<file path="src/rtl/uart_tx_fifo.sv">
// uart_tx_fifo: UART transmitter (8N1/8N2, optional parity) fed by a small byte FIFO.
// Ports:
//   clk, rst_n           clock, asynchronous active-low reset
//   cfg_div_i            clocks per bit minus 1 (sampled at frame start)
//   cfg_stop2_i          1 = two stop bits (sampled at frame start)
//   cfg_parity_en_i      parity enable     (only with UART_TX_PARITY_EN)
//   cfg_parity_odd_i     1 = odd parity    (only with UART_TX_PARITY_EN)
//   tx_valid_i/tx_data_i push request and byte
//   tx_ready_o           FIFO not full
//   fifo_count_o         FIFO occupancy
//   busy_o               frame in progress or FIFO non-empty (registered)
//   uart_tx_o            serial line, idle high (registered)
// Optional feature macro: UART_TX_PARITY_EN.
module uart_tx_fifo #(
    parameter int FIFO_DEPTH = 4,
    parameter int DIV_WIDTH  = 16
) (
    input  logic                          clk,
    input  logic                          rst_n,
    input  logic [DIV_WIDTH-1:0]          cfg_div_i,
    input  logic                          cfg_stop2_i,
`ifdef UART_TX_PARITY_EN
    input  logic                          cfg_parity_en_i,
    input  logic                          cfg_parity_odd_i,
`endif
    input  logic                          tx_valid_i,
    input  logic [7:0]                    tx_data_i,
    output logic                          tx_ready_o,
    output logic [$clog2(FIFO_DEPTH):0]   fifo_count_o,
    output logic                          busy_o,
    output logic                          uart_tx_o
);
    localparam int AW = $clog2(FIFO_DEPTH);
    localparam logic [AW:0] CNT_FULL = (AW+1)'(FIFO_DEPTH);

    typedef enum logic [2:0] {IDLE, START, DATA, PARITY, STOP} state_e;

    state_e               state_q, state_d;
    logic [7:0]           mem_q [FIFO_DEPTH];
    logic [AW-1:0]        wr_ptr_q, rd_ptr_q;
    logic [AW:0]          count_q, count_d;
    logic [DIV_WIDTH-1:0] baud_q, baud_d, div_q, div_d;
    logic [2:0]           bit_q, bit_d;
    logic [7:0]           shift_q, shift_d;
    logic                 stop2_q, stop2_d, par_en_q, par_en_d, par_q, par_d;
    logic                 tx_q, tx_d, busy_q;
    logic                 push, pop, bit_end, par_en_w, par_odd_w;

`ifdef UART_TX_PARITY_EN
    assign par_en_w  = cfg_parity_en_i;
    assign par_odd_w = cfg_parity_odd_i;
`else
    assign par_en_w  = 1'b0;
    assign par_odd_w = 1'b0;
`endif

    assign tx_ready_o   = count_q != CNT_FULL;
    assign fifo_count_o = count_q;
    assign busy_o       = busy_q;
    assign uart_tx_o    = tx_q;

    always_comb begin
        push     = tx_valid_i & tx_ready_o;
        bit_end  = baud_q == div_q;
        pop      = 1'b0;
        state_d  = state_q;
        baud_d   = (state_q == IDLE || bit_end) ? '0 : baud_q + DIV_WIDTH'(1);
        bit_d    = bit_q;
        shift_d  = shift_q;
        div_d    = div_q;
        stop2_d  = stop2_q;
        par_en_d = par_en_q;
        par_d    = par_q;
        case (state_q)
            IDLE:   pop = count_q != '0;
            START:  if (bit_end) state_d = DATA;
            DATA: if (bit_end) begin
                // bit_q wraps 7 -> 0, leaving it cleared for the stop-bit count
                shift_d = shift_q >> 1;
                bit_d   = bit_q + 3'd1;
                if (bit_q == 3'd7) state_d = par_en_q ? PARITY : STOP;
            end
            PARITY: if (bit_end) state_d = STOP;
            STOP: if (bit_end) begin
                if (bit_q[0] == stop2_q) begin
                    state_d = IDLE;
                    bit_d   = '0;
                    pop     = count_q != '0;
                end else begin
                    bit_d = bit_q + 3'd1;
                end
            end
            default: ;
        endcase
        // Frame start: pop the head byte and latch the frame's configuration
        if (pop) begin
            state_d  = START;
            shift_d  = mem_q[rd_ptr_q];
            div_d    = cfg_div_i;
            stop2_d  = cfg_stop2_i;
            par_en_d = par_en_w;
            par_d    = ^mem_q[rd_ptr_q] ^ par_odd_w;
        end
        count_d = count_q + (AW+1)'(push) - (AW+1)'(pop);
        // Line level is registered from the next state so it changes on the entry edge
        tx_d = state_d == START  ? 1'b0 :
               state_d == DATA   ? shift_d[0] :
               state_d == PARITY ? par_d : 1'b1;
    end

    always_ff @(posedge clk or negedge rst_n) begin
        if (!rst_n) begin
            state_q  <= IDLE;
            wr_ptr_q <= '0;
            rd_ptr_q <= '0;
            count_q  <= '0;
            baud_q   <= '0;
            div_q    <= '0;
            bit_q    <= '0;
            shift_q  <= '0;
            stop2_q  <= 1'b0;
            par_en_q <= 1'b0;
            par_q    <= 1'b0;
            tx_q     <= 1'b1;
            busy_q   <= 1'b0;
        end else begin
            state_q  <= state_d;
            wr_ptr_q <= wr_ptr_q + AW'(push);
            rd_ptr_q <= rd_ptr_q + AW'(pop);
            count_q  <= count_d;
            baud_q   <= baud_d;
            div_q    <= div_d;
            bit_q    <= bit_d;
            shift_q  <= shift_d;
            stop2_q  <= stop2_d;
            par_en_q <= par_en_d;
            par_q    <= par_d;
            tx_q     <= tx_d;
            busy_q   <= (state_q != IDLE) | (count_q != '0);
        end
    end

    always_ff @(posedge clk) begin
        if (push) mem_q[wr_ptr_q] <= tx_data_i;
    end
endmodule

</file>
<file path="config.mk">
export PLATFORM = sky130hd
export DESIGN_NAME = uart_tx_fifo
export DESIGN_NICKNAME = d
export VERILOG_FILES = /design/src/rtl/uart_tx_fifo.sv
export SDC_FILE = /design/constraint.sdc
export NUM_CORES = 1
export LEC_CHECK = 0
export BUFFER_PORTS_ARGS = -buffer_cell sky130_fd_sc_hd__buf_4
export CAP_MARGIN = 40
export CORE_UTILIZATION = 50
export CTS_CLUSTER_DIAMETER = 120
export DETAILED_ROUTE_END_ITERATION = 6
export PLACE_DENSITY = 0.68
export REMOVE_ABC_BUFFERS = 1
export SYNTH_ARGS = -nofsm -noshare
export SYNTH_HDL_FRONTEND = slang
export SYNTH_SLANG_ARGS = --single-unit
</file>
<file path="constraint.sdc">
create_clock -name clk -period 2.9 [get_ports clk]
set_input_delay 0.145 -clock clk [delete_from_list [all_inputs] [get_ports clk]]
set_output_delay 0.145 -clock clk [all_outputs]
set_load 0.03 [all_outputs]
</file>
# ---- Word level (Yosys, flattened, before mapping)
# Memories as Yosys holds them, arrays and structs flattened.
# Cells that the tools add are included.
dict set report totals {
  input_bits 28
  output_inout_bits 6
  word_cells 70
  mem_count 1
  ramBits 32
  register_bits 57
}
# name words word_bits rd rd_clocked_by_memory_dff wr line_no
set memory_table {}
lappend memory_table {mem_q 4 8 1 0 1 39} ;# logic [7:0] mem_q [FIFO_DEPTH];
dict set report classes {
  eq_ne 13
  mux 25
  bitwise 2
  add_sub_neg 6
  n_reduce_logical 10
}
# cell n
set op_table {}
lappend op_table {{two-way mux 3 bit} 10}
lappend op_table {{two-way mux 8 bit} 3}
lappend op_table {{adder 16 x 1 -> 16 bit (second input constant)} 1}
lappend op_table {{equality test 16 bit} 1}
lappend op_table {{two-way mux 16 bit} 1}
lappend op_table {{equality test 3 x 2 -> 1 bit (second input constant)} 4}
lappend op_table {{case mux 3 bit (4 select lines)} 1}
lappend op_table {{two-way mux 1 bit} 8}
lappend op_table {{XOR reduction 8 bit} 1}
lappend op_table {{equality test 3 x 1 -> 1 bit (second input constant)} 2}
lappend op_table {{equality test 3 bit (second input constant)} 2}
lappend op_table {{case mux 3 bit (2 select lines)} 1}
lappend op_table {{nonzero test 2 bit} 3}
lappend op_table {{nonzero test 3 bit} 2}
lappend op_table {{adder 2 x 1 -> 2 bit} 2}
lappend op_table {{inequality test 2 bit (second input constant)} 2}
lappend op_table {{adder 3 x 1 -> 3 bit} 1}
lappend op_table {{adder 3 x 1 -> 3 bit (second input constant)} 1}
lappend op_table {{logical NOT 3 bit} 1}
lappend op_table {{inequality test 3 bit (second input constant)} 1}
lappend op_table {{AND reduction 3 bit} 1}
lappend op_table {{subtractor 3 x 1 -> 3 bit} 1}
lappend op_table {{case mux 1 bit (2 select lines)} 1}
lappend op_table {{AND reduction 2 bit} 1}
lappend op_table {{4 further kinds} 4}

# ---- Longest topological paths before layout
dict set report depth {
  word_depth 9
  depth_mapped 13
}

# ---- Worst setup path before layout
# No wires, ideal clock.
dict set report synth_timing {
  kind {register to register}
  startpoint {register baud_q[5]}
  endpoint {register count_q[2] (netlist: fifo_count_o[2])}
  path_stages_with_launch 13
  t_required_ns 2.777
  setup_ns 0.123
  slack_ns 0.057
  arrival_ns 2.719
  synth_period_minus_slack_ns 2.843
  cell_sequence {dfrtp_1 xor2_1 nor4_2 and4_1 o21ai_2 clkbuf_1 inv_1 ha_1 inv_1 ha_1 fa_1 xnor2_1 xnor2_1}
}
dict set report synth_via {
  elab_chain_cells 4
}
# item line_no
set synth_rtl {}
lappend synth_rtl {{start: declaration} 42} ;# logic [DIV_WIDTH-1:0] baud_q, baud_d, div_q, div_d;
lappend synth_rtl {{start signal: assignment} 131} ;# baud_q <= baud_d;
lappend synth_rtl {{equality test 16 bit} 64} ;# bit_end = baud_q == div_q;
lappend synth_rtl {{two-way mux 1 bit} 84} ;# STOP: if (bit_end) begin
lappend synth_rtl {{case mux 1 bit (2 select lines)} 74} ;# case (state_q)
lappend synth_rtl {{subtractor 3 x 1 -> 3 bit} 104} ;# count_d = count_q + (AW+1)'(push) - (AW+1)'(pop);
lappend synth_rtl {{via count_d[2]} 41} ;# logic [AW:0] count_q, count_d;
lappend synth_rtl {{end signal: assignment} 130} ;# count_q <= count_d;
lappend synth_rtl {{end: declaration} 41}
# The timed path passes the listed nets, and every way through them passes these cells.
# A chain may end at the register's enable or synchronous reset.

# ---- Final worst setup path
dict set report layout_timing {
  startpoint {register baud_q[6]}
  endpoint {register count_q[2] (netlist: fifo_count_o[2])}
}
# The elaborated chain is that of the path after synthesis.

==> flow_summary.yaml <==
timing:
  worst_slew_pin_slew_ns: 0.711
  fmax_mhz: 384
  max_slew_margin_pct: 52.6
  hold_ws_ns: 0.0123
  drv_slew: 0
  period_share_pct: 89.8
  skew_ns: 0.00905
  setup_tns_ns: 0
  report.final.setup_viol: 0
  fin_crit_ns: 2.60
  hold_viol_final: 0
  rsz0062_at_grt: "false"
grt:
  grt_pass1_wl_um: 12200
  grt_max_degree: 58
  antenna_found_initial: 0
  grt_usage_pct: 19.3
  grt_pass1_vias: 2539
  grt_overflow_total: 0
setup_path:
  cp_top_family: "adder cells"
  path_cells: "xor2_1 -> nor4_2 -> and4_1 -> o21ai_2 -> inv_1 -> ha_1 -> inv_1 -> ha_1 -> fa_1 -> xnor2_1 -> xnor2_1"
  max_stage_delay_ns: 0.46
  crit_slowest_cell: "dfrtp_1"
  required_ns: 3.19
  cp-start-kind: "flop"
  worstPathArrival_ns: 2.89
  crit_buf_inv: 2
  end_kind: "flop"
  worstSetupPathType: "reg -> reg"
  crit_fanout: 5
finish:
  finalInstanceArea_mm2: 0.00475
  fin_cells: 461
  drive_gt1_share_pct: 26.2
  antenna_cells: 0
  area_growth_pct: 18.9
  fin_nets: 391
yosys:
  synth_edf_count: 32
  syn_inst: 295
  ys_ff_latch: 89
  yosys_most_used_dff: "dfrtp_1"
  synth_area_mm2: 0.00400
  ys_seq_area_share_pct: 59.8
  ys_types: 42
  syn_avg_cell_area_um2: 13.5
  synthArstFlopShare_pct: 64.0
  yosysWarnings: 0
floorplanning:
  die_area_mm2: 0.00835
  fp.dieH_um: 91.4
  die_w_um: 91.4
  rows: 32
  start_util_pct: 51.7
  coreArea_mm2: 0.00773
  ioPinCount: 34
clocking:
  clock_sinks: 89
  cts_buffers: 9
  cts_tree: "done"
  cts-resized-gates: 0
  path_clk_slew_ns: 0.10
  clock_path_buffers: 2
  cts_root_buf: "clkbuf_8"
  worstSkewPairLatency_ns: 0.37
  hold_buffers: 17
  ctsHtreeMaxLevel: 3
  post_cts_buffers: 0
place:
  io_buffers: 33
  placed_area_mm2: 0.00439
  globalplace.congestion: 0.755
  dp_cells: 428
  place.detailed.hpwl_um: 4740
power_and_ir_drop:
  p_sw_share_pct: 30.7
  power_leakage_nw: 1.99
  p_per_area_mw_per_mm2: 640
  total_power_mw: 3.04
  combPwrFrac_pct: 19.0
  pwr-share-seq_pct: 53.6
  intPower_mw: 2.11
  p_sw_uw: 934
  ir_drop_v: 0.000666
  clockPowerShare_pct: 27.3
detailed_routing:
  drc_errors: 0
  viasPerCell: 5.23
  wl_per_cell_um: 15.2
  drtIter0Drc: 91
  via_count: 2411
  routed_wl_um: 7020
  drtAntennaViolNets: 0
  dr.pass1.iters: 4
hold_path:
  min_path_type: "in -> reg"
job:
  cap_violations: 0
run_status:
  status: "finished clean"
layout by cell type (no fill, tap or decap), drive strengths merged, types with 2 or more instances in the layout:
master / netlist / routed
a21oi: 10 / 10
and3: 6 / 6
and4: 3 / 3
buf: 4 / 41
clkbuf: 6 / 9
clkinvlp: 0 / 2
dfrtp: 56 / 56
dlygate4sd3: 0 / 17
edfxtp: 32 / 32
ha: 8 / 8
inv: 14 / 18
mux2: 17 / 17
mux2i: 6 / 6
mux4: 8 / 8
nand2: 8 / 8
nand3: 9 / 9
nand4: 3 / 3
nor2: 27 / 27
nor2b: 2 / 2
nor3: 5 / 5
nor3b: 2 / 2
nor4: 6 / 6
o21ai: 8 / 8
xnor2: 16 / 16
xor2: 25 / 25
synth_stat cells, types with 6 or more instances:
| cell type | n | share of area (%) |
|---|---|---|
| xnor2_1 | 16 | 3.5 |
| edfxtp_1 | 32 | 24 |
| nand3_1 | 9 | 1.1 |
| xor2_1 | 25 | 5.5 |
| and3_1 | 6 | 0.94 |
| inv_1 | 14 | 1.3 |
| nand2_1 | 8 | 0.75 |
| o21ai_0 | 6 | 0.75 |
| a21oi_1 | 10 | 1.3 |
| clkbuf_1 | 6 | 0.56 |
| ha_1 | 8 | 2.5 |
| mux2_2 | 17 | 4.8 |
| mux2i_1 | 6 | 1.5 |
| nor2_1 | 27 | 2.5 |
| dfrtp_1 | 56 | 35 |
| mux4_2 | 8 | 4.5 |
per-stage QoR:
stage	worst slack, ns	utilization [%]
floorplan	-0.296	-
CTS	0.264	61.5
global route	0.102	61.5
detailed placement	0.275	56.8
global placement	0.321	56.8
finish	0.297	61.5
cell families after synthesis:
logic type      after synthesis  synth area share, %
mux                          31                 10.8
xor+xnor                     41                 8.99
simple gates                 75                 10.8
fa+ha+maj                     9                 3.01
compound gates               26                 4.23
buf+inv                      24                 2.38
flops                        89                 59.8
sequential cells by signal, summed over array words and instances, names as in the netlist:
| signal | cells |
|---|---|
| shift_q | 8 |
| stop2_q | 1 |
| state_q | 3 |
| wr_ptr_q | 2 |
| uart_tx_o | 1 |
| busy_o | 1 |
| rd_ptr_q | 2 |
| mem_q | 32 |
| par_q | 1 |
| fifo_count_o | 3 |
| bit_q | 3 |
| baud_q | 16 |
| div_q | 16 |
cell type report:
class | count | area (um2)
clock buffer | 9 | 124
clock inverter | 7 | 68.8
fill | 597 | 2980
inverter | 14 | 52.6
multi-input combinational | 182 | 1510
sequential | 89 | 2390
tap | 102 | 128
timing repair buffer | 58 | 478
worst paths after layout:
| path | to | slack [ns] | from | cells past startpoint |
|---|---|---|---|---|
| max | fifo_count_o[2] | 0.30 | baud_q[6] | 11 |
| min reg2reg | par_q | 0.49 | par_q | 2 |
| min in group asynchronous | div_q[7] | 0.37 | rst_n | 2 |
| min | div_q[14] | 0.01 | cfg_div_i[14] | 2 |
| max in group asynchronous | fifo_count_o[1] | 2.07 | rst_n | 2 |
| max reg2reg | fifo_count_o[2] | 0.30 | baud_q[6] | 11 |
power by group through the flow:
stage	Clock (mW)	Sequential, mW	Combinational, mW
3_3_place_gp	0	1.64	0.552
2_1_floorplan	0	1.66	0.334
4_1_cts	0.855	1.63	0.586
3_5_place_dp	0	1.65	0.564
6_report	0.831	1.63	0.579
5_1_grt	0.900	1.65	0.643
worst register-to-register path: stages, from the launching register on:
cell and delay (ns):
dfrtp_1 0.46, xor2_1 0.20, nor4_2 0.35, and4_1 0.31, o21ai_2 0.08, inv_1 0.09, ha_1 0.13, inv_1 0.04
ha_1 0.18, fa_1 0.37, xnor2_1 0.18, xnor2_1 0.14
layer usage:
metal  part of all wire [%]  GRT usage, %  up-vias
met3                    4.1          4.19       10
li1                       -             -     1171
met1                     49          28.0     1187
met2                     45          28.0       43
met4                    1.9          8.20        0
met5                      0             0        -
Power figures use the tool's default switching activity.
